--- src/rtl/seq_pkg.sv ---
// rtl/seq_pkg.sv - shared constants and FSM state encoding for the pattern transmitter
package seq_pkg;

    localparam int SEQ_MAX_LEN = 8;
    localparam int SEQ_CNT_W   = 4;

    typedef enum logic [1:0] {
        ST_IDLE  = 2'd0,
        ST_SHIFT = 2'd1,
        ST_GAP   = 2'd2,
        ST_DONE  = 2'd3
    } state_t;

endpackage

--- src/rtl/seq_pattern_tx_if.sv ---
// rtl/seq_pattern_tx_if.sv - request and serial output signals of the pattern transmitter
interface seq_pattern_tx_if
    import seq_pkg::*;
#(
    parameter int MAX_LEN = SEQ_MAX_LEN,
    parameter int CNT_W   = SEQ_CNT_W
);

    logic                         start;
    logic [MAX_LEN-1:0]           pattern;
    logic [$clog2(MAX_LEN+1)-1:0] pat_len;
    logic [CNT_W-1:0]             repeat_cnt;
    logic                         abort;
    logic                         out_bit;
    logic                         out_valid;
    logic                         busy;
    logic                         done;

    modport master (
        output start, pattern, pat_len, repeat_cnt, abort,
        input  out_bit, out_valid, busy, done
    );

    modport slave (
        input  start, pattern, pat_len, repeat_cnt, abort,
        output out_bit, out_valid, busy, done
    );

endinterface

--- src/rtl/seq_shift_reg.sv ---
// rtl/seq_shift_reg.sv - loadable left shift register; the selected start bit is aligned to the MSB on load
module seq_shift_reg #(
    parameter int MAX_LEN = 8
) (
    input  logic                         clk,
    input  logic                         reset,
    input  logic                         load,
    input  logic                         shift,
    input  logic                         clear,
    input  logic [MAX_LEN-1:0]           load_data,
    input  logic [$clog2(MAX_LEN+1)-1:0] start_bit,
    output logic                         out_bit
);

    localparam int W = $clog2(MAX_LEN + 1);

    logic [MAX_LEN-1:0] sh;
    logic [W-1:0]       shamt;

    // Left-justifying drops the bits above start_bit, so after the last
    // pattern bit shifts out the register is zero and out_bit idles low.
    assign shamt = W'(MAX_LEN - 1) - start_bit;

    always_ff @(posedge clk or posedge reset) begin
        if (reset) begin
            sh <= '0;
        end else if (clear) begin
            sh <= '0;
        end else if (load) begin
            sh <= load_data << shamt;
        end else if (shift) begin
            sh <= sh << 1;
        end
    end

    assign out_bit = sh[MAX_LEN-1];

endmodule

--- src/rtl/seq_pattern_tx.sv ---
// rtl/seq_pattern_tx.sv - serial pattern transmitter with repeat count, inter-repetition gap and abort
module seq_pattern_tx
    import seq_pkg::*;
#(
    parameter int MAX_LEN = SEQ_MAX_LEN,
    parameter int CNT_W   = SEQ_CNT_W,
    parameter int GAP     = 0
) (
    input  logic             clk,
    input  logic             reset,
    seq_pattern_tx_if.slave  bus
);

    localparam int LEN_W = $clog2(MAX_LEN + 1);
    localparam int GAP_W = (GAP > 0) ? $clog2(GAP + 1) : 1;

    state_t             state, state_nx;
    logic [MAX_LEN-1:0] cap_pattern, cap_pattern_nx;
    logic [LEN_W-1:0]   cap_len, cap_len_nx;
    logic [LEN_W-1:0]   bit_idx, bit_idx_nx;
    logic [CNT_W-1:0]   rep_left, rep_left_nx;
    logic [GAP_W-1:0]   gap_cnt, gap_cnt_nx;
    logic               out_valid_q, busy_q, done_q;
    logic               valid_nx, busy_nx, done_nx;
    logic               sr_load, sr_shift, sr_clear;
    logic [MAX_LEN-1:0] sr_data;
    logic [LEN_W-1:0]   sr_start;
    logic [LEN_W-1:0]   len_in;

    assign len_in = (bus.pat_len > LEN_W'(MAX_LEN)) ? LEN_W'(MAX_LEN) : bus.pat_len;

    always_ff @(posedge clk or posedge reset) begin
        if (reset) begin
            state <= ST_IDLE;
        end else begin
            state <= state_nx;
        end
    end

    always_comb begin
        state_nx       = state;
        cap_pattern_nx = cap_pattern;
        cap_len_nx     = cap_len;
        bit_idx_nx     = bit_idx;
        rep_left_nx    = rep_left;
        gap_cnt_nx     = gap_cnt;
        valid_nx       = 1'b0;
        busy_nx        = 1'b0;
        done_nx        = 1'b0;
        sr_load        = 1'b0;
        sr_shift       = 1'b0;
        sr_clear       = 1'b0;
        sr_data        = cap_pattern;
        sr_start       = cap_len - LEN_W'(1);

        case (state)
            ST_IDLE: begin
                if (bus.start && (bus.pat_len != '0)) begin
                    cap_pattern_nx = bus.pattern;
                    cap_len_nx     = len_in;
                    rep_left_nx    = (bus.repeat_cnt == '0) ? CNT_W'(1) : bus.repeat_cnt;
                    bit_idx_nx     = len_in - LEN_W'(1);
                    sr_load        = 1'b1;
                    sr_data        = bus.pattern;
                    sr_start       = len_in - LEN_W'(1);
                    state_nx       = ST_SHIFT;
                    valid_nx       = 1'b1;
                    busy_nx        = 1'b1;
                end
            end
            ST_SHIFT: begin
                busy_nx = 1'b1;
                if (bit_idx != '0) begin
                    bit_idx_nx = bit_idx - LEN_W'(1);
                    sr_shift   = 1'b1;
                    valid_nx   = 1'b1;
                end else if (rep_left > CNT_W'(1)) begin
                    rep_left_nx = rep_left - CNT_W'(1);
                    if (GAP > 0) begin
                        state_nx   = ST_GAP;
                        gap_cnt_nx = GAP_W'(GAP - 1);
                        sr_shift   = 1'b1;
                    end else begin
                        // back-to-back repetition: reload without a bubble
                        sr_load    = 1'b1;
                        bit_idx_nx = cap_len - LEN_W'(1);
                        valid_nx   = 1'b1;
                    end
                end else begin
                    state_nx = ST_DONE;
                    sr_shift = 1'b1;
                    done_nx  = 1'b1;
                end
            end
            ST_GAP: begin
                busy_nx = 1'b1;
                if (gap_cnt == '0) begin
                    state_nx   = ST_SHIFT;
                    sr_load    = 1'b1;
                    bit_idx_nx = cap_len - LEN_W'(1);
                    valid_nx   = 1'b1;
                end else begin
                    gap_cnt_nx = gap_cnt - GAP_W'(1);
                end
            end
            ST_DONE: begin
                state_nx = ST_IDLE;
            end
            default: begin
                state_nx = ST_IDLE;
            end
        endcase

        // abort wins over every transition, including the one into DONE
        if (bus.abort && (state != ST_IDLE)) begin
            state_nx = ST_IDLE;
            valid_nx = 1'b0;
            busy_nx  = 1'b0;
            done_nx  = 1'b0;
            sr_load  = 1'b0;
            sr_shift = 1'b0;
            sr_clear = 1'b1;
        end
    end

    always_ff @(posedge clk or posedge reset) begin
        if (reset) begin
            cap_pattern <= '0;
            cap_len     <= '0;
            bit_idx     <= '0;
            rep_left    <= '0;
            gap_cnt     <= '0;
            out_valid_q <= 1'b0;
            busy_q      <= 1'b0;
            done_q      <= 1'b0;
        end else begin
            cap_pattern <= cap_pattern_nx;
            cap_len     <= cap_len_nx;
            bit_idx     <= bit_idx_nx;
            rep_left    <= rep_left_nx;
            gap_cnt     <= gap_cnt_nx;
            out_valid_q <= valid_nx;
            busy_q      <= busy_nx;
            done_q      <= done_nx;
        end
    end

    seq_shift_reg #(
        .MAX_LEN (MAX_LEN)
    ) u_shift_reg (
        .clk       (clk),
        .reset     (reset),
        .load      (sr_load),
        .shift     (sr_shift),
        .clear     (sr_clear),
        .load_data (sr_data),
        .start_bit (sr_start),
        .out_bit   (bus.out_bit)
    );

    assign bus.out_valid = out_valid_q;
    assign bus.busy      = busy_q;
    assign bus.done      = done_q;

endmodule

--- src/flat_wrapper.sv ---
// flat-port wrapper written by rule: the top's interface ports become plain ports
module seq_pattern_tx_flat import seq_pkg::*;
#(
    parameter int MAX_LEN = SEQ_MAX_LEN,
    parameter int CNT_W   = SEQ_CNT_W,
    parameter int GAP     = 0
)
  (clk, reset, bus_start, bus_pattern, bus_pat_len, bus_repeat_cnt, bus_abort, bus_out_bit, bus_out_valid, bus_busy, bus_done);
  seq_pattern_tx_if #(.MAX_LEN(MAX_LEN), .CNT_W(CNT_W)) bus_i ();
  input  logic clk;
  input  logic reset;
  input wire logic [$bits(bus_i.start)-1:0] bus_start;
  input wire logic [$bits(bus_i.pattern)-1:0] bus_pattern;
  input wire logic [$bits(bus_i.pat_len)-1:0] bus_pat_len;
  input wire logic [$bits(bus_i.repeat_cnt)-1:0] bus_repeat_cnt;
  input wire logic [$bits(bus_i.abort)-1:0] bus_abort;
  output wire logic [$bits(bus_i.out_bit)-1:0] bus_out_bit;
  output wire logic [$bits(bus_i.out_valid)-1:0] bus_out_valid;
  output wire logic [$bits(bus_i.busy)-1:0] bus_busy;
  output wire logic [$bits(bus_i.done)-1:0] bus_done;
  assign bus_i.start = bus_start;
  assign bus_i.pattern = bus_pattern;
  assign bus_i.pat_len = bus_pat_len;
  assign bus_i.repeat_cnt = bus_repeat_cnt;
  assign bus_i.abort = bus_abort;
  assign bus_out_bit = bus_i.out_bit;
  assign bus_out_valid = bus_i.out_valid;
  assign bus_busy = bus_i.busy;
  assign bus_done = bus_i.done;
  seq_pattern_tx #(.MAX_LEN(MAX_LEN), .CNT_W(CNT_W), .GAP(GAP)) u_core (.clk(clk), .reset(reset), .bus(bus_i));
endmodule
--- config.mk ---
export PLATFORM = sky130hd
export DESIGN_NAME = seq_pattern_tx_flat
export DESIGN_NICKNAME = d
export VERILOG_FILES = /design/src/rtl/seq_pkg.sv /design/src/rtl/seq_pattern_tx_if.sv /design/src/rtl/seq_shift_reg.sv /design/src/rtl/seq_pattern_tx.sv /design/src/flat_wrapper.sv
export SDC_FILE = /design/constraint.sdc
export NUM_CORES = 1
export LEC_CHECK = 0
export ABC_AREA = 1
export CAP_MARGIN = 15
export CORE_ASPECT_RATIO = 0.5
export CORE_MARGIN = 1
export CORE_UTILIZATION = 40
export DETAILED_ROUTE_END_ITERATION = 7
export GPL_TIMING_DRIVEN = 0
export PLACE_DENSITY_LB_ADDON = 0.3
export SETUP_SLACK_MARGIN = 0.15
export SYNTH_ARGS = -nofsm -noshare
export SYNTH_HDL_FRONTEND = slang
export SYNTH_SLANG_ARGS = --single-unit
--- constraint.sdc ---
create_clock -name clk -period 4.56 [get_ports clk]
set_input_delay 0.456 -clock clk [delete_from_list [all_inputs] [get_ports clk]]
set_output_delay 0.456 -clock clk [all_outputs]
set_load 0.05 [all_outputs]
* Yosys cells after proc, flatten, opt, wreduce, memory -nomap -nowiden
Index checks and enable logic that the tools add are counted.
Operators by class: $add $sub $neg 6, magnitude comparators 2, equal/unequal tests 12, shifts and indexed selects 1, mux-type cells 44, reduce and logical (&&, ||, !) cells 15
Operator list (count):
- two-way mux 4 bit | 11
- two-way mux 8 bit | 5
- two-way mux 1 bit | 17
- subtractor 4 x 1 -> 4 bit (second input constant) | 4
- case mux 4 bit (3 select lines) | 1
- AND reduction 4 bit | 3
- two-way mux 2 bit | 5
- inequality test 3 bit (second input constant) | 3
- case mux 2 bit (4 select lines) | 1
- case mux 4 bit (2 select lines) | 1
- nonzero test 4 bit | 2
- left shift 8 x 4 -> 8 bit | 1
- inequality test 3 x 1 -> 1 bit (second input constant) | 2
- case mux 1 bit (3 select lines) | 2
- nonzero test 3 bit | 2
- equality test 2 bit (second input constant) | 2
- greater-than comparator 4 x 1 -> 1 bit (second input constant) | 1
- greater-than comparator 4 bit (second input constant) | 1
- zero test 4 bit | 1
- inequality test 2 x 1 -> 1 bit (second input constant) | 2
- inequality test 2 bit (second input constant) | 2
- nonzero test 2 bit | 2
- subtractor 3 x 4 -> 4 bit (first input constant) | 1
- equality test 2 x 1 -> 1 bit (second input constant) | 1
- other kinds (6) | 7
Storage, ports and cells: flip-flop bits (word level) 34, input port bits 20

* Logic depth before layout (Yosys ltp)
depth in word-level cells 9, gate-level depth with buffers 15, mapped depth without buffers 15

* Hierarchy
Synthesis repeated with hierarchy kept, for this count alone.
Unflattened totals: cells, all modules 322, area total of the unflattened synthesis 2324.7 sq um
Modules (own cells, without submodules):
- seq_pattern_tx | times used 1, cells each 214, area each 1676.6 sq um, sequential area each 625.6 sq um
- seq_shift_reg | times used 1, cells each 108, area each 648.1 sq um, sequential area each 200.2 sq um

* Worst setup path after synthesis
OpenSTA, ideal clock, no wires.
path kind reg2reg, start reg u_core.state[0], end reg u_core.u_shift_reg.sh[4], library setup time 0.065 ns, arrival 1.745 ns, setup slack 2.750 ns, cell stages (with the launch flop) 16, buffers on the path 1, period minus slack after synthesis 1.810 ns, cells stage by stage dfrtp_1 inv_1 ha_1 buf_6 inv_2 nand2_2 inv_2 nor2_2 nand3_1 nor2_4 inv_1 nand2_1 nand2_1 nand2_1 nand2_1 nand2_1
Between the ends: longest elaborated chain between the ends 6
RTL lines:
- start: declaration | RTL line seq_pattern_tx.sv:17 | state_t state, state_nx;
- start signal: assignment | RTL line seq_pattern_tx.sv:36 | state <= state_nx;
- zero test 2 bit | RTL line seq_pattern_tx.sv:56 | case (state)
- two-way mux 4 bit | RTL line seq_pattern_tx.sv:56
- subtractor 3 x 4 -> 4 bit | RTL line seq_shift_reg.sv:22 | assign shamt = W'(MAX_LEN - 1) - start_bit;
- left shift 8 x 4 -> 8 bit | RTL line seq_shift_reg.sv:30 | sh <= load_data << shamt;
- two-way mux 8 bit | RTL line seq_shift_reg.sv:29 | end else if (load) begin
- two-way mux 8 bit | RTL line seq_shift_reg.sv:27 | end else if (clear) begin
- end signal: assignment | RTL line seq_shift_reg.sv:30
- end signal: assignment | RTL line seq_shift_reg.sv:32 | sh <= sh << 1;
- end: declaration | RTL line seq_shift_reg.sv:17 | logic [MAX_LEN-1:0] sh;
Several ways; a longest one is shown, not always the timed one. A chain may end at the register's enable or synchronous reset.

* Final worst setup path
start in bus_pat_len[3], end reg u_core.u_shift_reg.sh[7]
Between the ends: longest elaborated chain between the ends 9
RTL lines:
- start: declaration | RTL line flat_wrapper.sv:14 | input wire logic [$bits(bus_i.pat_len)-1:0] bus_pat_len;
- greater-than comparator 4 bit | RTL line seq_pattern_tx.sv:30 | assign len_in = (bus.pat_len > LEN_W'(MAX_LEN)) ? LEN_W'(MAX_LEN) : bus.pat_len;
- two-way mux 4 bit | RTL line seq_pattern_tx.sv:30
- subtractor 4 x 1 -> 4 bit | RTL line seq_pattern_tx.sv:65 | sr_start = len_in - LEN_W'(1);
- two-way mux 4 bit | RTL line seq_pattern_tx.sv:58 | if (bus.start && (bus.pat_len != '0)) begin
- two-way mux 4 bit | RTL line seq_pattern_tx.sv:56
- subtractor 3 x 4 -> 4 bit | RTL line seq_shift_reg.sv:22
- left shift 8 x 4 -> 8 bit | RTL line seq_shift_reg.sv:30
- two-way mux 8 bit | RTL line seq_shift_reg.sv:29
- two-way mux 8 bit | RTL line seq_shift_reg.sv:27
Several ways; a longest one is shown, not always the timed one.

==> flow_metrics.tcl <==
set metrics [dict create \
    cp_slowest_stage_delay_ns 0.57 \
    finalSetupTns_ns 0 \
    drt-vias-per-instance 5.07 \
    final_cells 414 \
    nets 373 \
    arrival_ns 2.31 \
    grt_max_degree 23 \
    async_flop_share_pct 100 \
    cts-resized-gates 0 \
    yosysUniqueCellTypes 33 \
    status "complete, no violations" \
    syn_avg_cell_area_um2 7.23 \
    n_antenna_cell 0 \
    power_mw 2.01 \
    drv_cap 0 \
    hpwl_um 3930 \
    drtAntennaViolNets 0 \
    drt_iter0_drc 87 \
    routed-via-count 2097 \
    clockBufferDepth 2 \
    remaining_drc_errors 0 \
    multi_input_area_um2 1210 \
    cts.sinks 33 \
    rows 18 \
    grt_overflow 0 \
    firstDrtPassIters 4 \
    slew_viol_final 0 \
    p_sw_share_pct 47.7 \
    cts-root-buf "clkbuf_16" \
    routed_wl_um 5040 \
    grt_first_pass_wirelength_um 8760 \
    ys_seq_elements 33 \
    final.period_utilization_pct 46.9 \
    start_util_pct 43.7 \
    hold_path_class "reg -> reg" \
    synth_top_area_share_pct 36.5 \
    seq_area_um2 826 \
    syn-num-nets 343 \
    setup_viol 0 \
    crit_slowest_cell "clkdlybuf4s50_1" \
    htree_num_levels 2 \
    crit_type "in -> reg" \
    postCtsHoldBufs 0 \
    core_um2 5180 \
    gp_congestion 0.873 \
    tritoncts "built" \
    worst_setup_path_end_kind "register" \
    rsz0062_at_grt "false" \
    insertion_delay_ns 0.28 \
    wl_per_cell_um 12.2 \
    yosysTopAreaCell "dfrtp_1" \
    worstPathCellList "clkdlybuf4s50_1 -> nor2_2 -> nand2_4 -> nand3_4 -> buf_4 -> o21ai_0 -> nand2_1 -> nand2_1 -> nand2_1 -> nand3_1 -> nand3_1 -> nand2_1 -> nand2_1" \
    synth.most_common_cell "nand2_1" \
    netlist_top_cells_area "dfrtp_1 37%, nand2_1 16%, inv_1 7.6%, nand3_1 7.1%, ha_1 5.5%" \
    rrSetupSlack_ns 2.45 \
    timing.fmax_mhz 467 \
    dieArea_um2 5980 \
    fillCellCount 473 \
    cts_made_buffers 5 \
    fin_skew_ns 0.00536 \
    comb_power_share_pct 57.9 \
    die_h_um 55.2 \
    die_w_um 108 \
    ys_warn_count 0 \
    hold_slack_ns 0.476 \
    peakVddDrop_v 0.000217 \
    grtUsageTotal_pct 19.6 \
    min_period_ns 2.14 \
    synthCells 313 \
    crit_family "simple AND/OR/NAND/NOR gates" \
    cp-start-kind "primary input" \
    powerDensity_nw_per_um2 729 \
    pin_count 24 \
    hold_viol 0 \
    port-buffer-count 22 \
    synthToLayoutAreaGrowth_pct 21.8 \
    place_inst 406 \
    drive_gt1_share_pct 11.6 \
    clkTransAtPathRegs_ns 0.05 \
    slew_headroom_pct 61.2 \
    seq_area_frac_synth_pct 36.5 \
    p_seq_share_pct 24.3 \
    leakagePower_nw 1.39 \
    crit_buf_inv 2 \
    synthesis.area_um2 2260 \
    synth_commonest_cells "95 x nand2_1, 46 x inv_1, 33 x dfrtp_1" \
    yosys_most_used_dff "dfrtp_1" \
    clockPowerShare_pct 17.7 \
    dp_slack_ns 2.12 \
    cp_max_fo 10 \
    power.internal_mw 1.05 \
    power_switching_uw 959 \
    grt_antenna_before_repair 0 \
    setup_ws_ns 2.42 \
    synth_edf_count 0 \
    critPathMostFrequentCell "nand2_1" \
    grt_pass1_vias 1980 \
    worst_pin_slew_ns 0.576 \
    postCtsSetupBuffers 0 \
    required_ns 4.73 \
]
## cells by family after synthesis
kind of cell             count (synthesis)  share of synthesized area [%]
AO/OA/AOI/OAI                           46                           12.7
XOR/XNOR                                 2                          0.774
adder cells (fa/ha/maj)                 10                           5.53
buffers and inverters                   55                           10.0
flip-flops                              33                           36.5
AND/OR/NAND/NOR                        167                           34.5
## state kept, by name, indices dropped and copies added, names as in the netlist
signal	cells
u_core.cap_pattern	8
u_core.u_shift_reg.sh	8
u_core.bit_idx	4
u_core.cap_len	4
u_core.rep_left	4
u_core.state	2
u_core.bus.busy	1
u_core.bus.done	1
u_core.bus.out_valid	1
## layer usage
metal  GRT usage (%)  part of all wire [%]
met4            7.88                   1.3
met1            24.9                    50
met3            4.57                   3.3
met5               0                     0
met2            33.1                    46
## tightest hold or removal path, stage by stage (launching register included)
cell	delay [ns]
dfrtp_1	0.34
nand2_1	0.05
nand2_1	0.06
## cell usage in the layout, fill, tap and decap left out, drive strengths merged
cell / count
a21oi: 6
nand2: 107
buf: 6
o221ai: 3
xnor2: 1
o311ai: 2
inv: 49
or2: 1
o21a: 1
clkdlybuf4s50: 22
a221oi: 1
nor3: 1
nand3: 33
nand4: 8
clkinv: 1
xor2: 1
nor2: 17
o21ai: 27
o31ai: 1
dfrtp: 33
clkbuf: 8
o211ai: 4
a22oi: 1
ha: 10
## power groups by stage
stage / clock [mW] / sequential [mW] / combinational, mW
after floorplan: 0 / 0.508 / 0.872
after global placement: 0 / 0.485 / 1.12
after detailed placement: 0 / 0.492 / 1.15
after CTS: 0.360 / 0.488 / 1.16
after global routing: 0.376 / 0.503 / 1.33
final: 0.356 / 0.489 / 1.16
## worst paths after layout
check,startpoint,endpoint,depth (start not counted)
worst min register to register,u_core.u_shift_reg.sh[5]$_DFFE_PP0P_,u_core.u_shift_reg.sh[5]$_DFFE_PP0P_,2
max in group asynchronous,reset,u_core.cap_len[2]$_DFFE_PP0N_,3
worst max register to register,u_core.state[0]$_DFFE_PP0P_,u_core.u_shift_reg.sh[5]$_DFFE_PP0P_,15
worst min-delay path,u_core.u_shift_reg.sh[5]$_DFFE_PP0P_,u_core.u_shift_reg.sh[5]$_DFFE_PP0P_,2
min in group asynchronous,reset,u_core.cap_pattern[6]$_DFF_PP0_,2
worst max-delay path,bus_pat_len[3],u_core.u_shift_reg.sh[7]$_DFFE_PP0P_,13
## final cells by class
class / instances / share of cell area [%]
multi-input combinational: 225 / 43.9
sequential: 33 / 30.0
timing repair buffer: 23 / 8.99
inverter: 49 / 6.68
clock buffer: 7 / 5.54
tap: 70 / 3.18
buffer: 6 / 1.54
clock inverter: 1 / 0.182
## per-stage QoR
stage	utilization [%]	cell area, um2
4_1_cts	53.2	2760
3_5_place_dp	50.1	2600
3_3_place_gp	49.6	2570
6_report	53.2	2760
5_1_grt	53.2	2760
2_1_floorplan	-	2260
(Power assumes the default switching activity.)
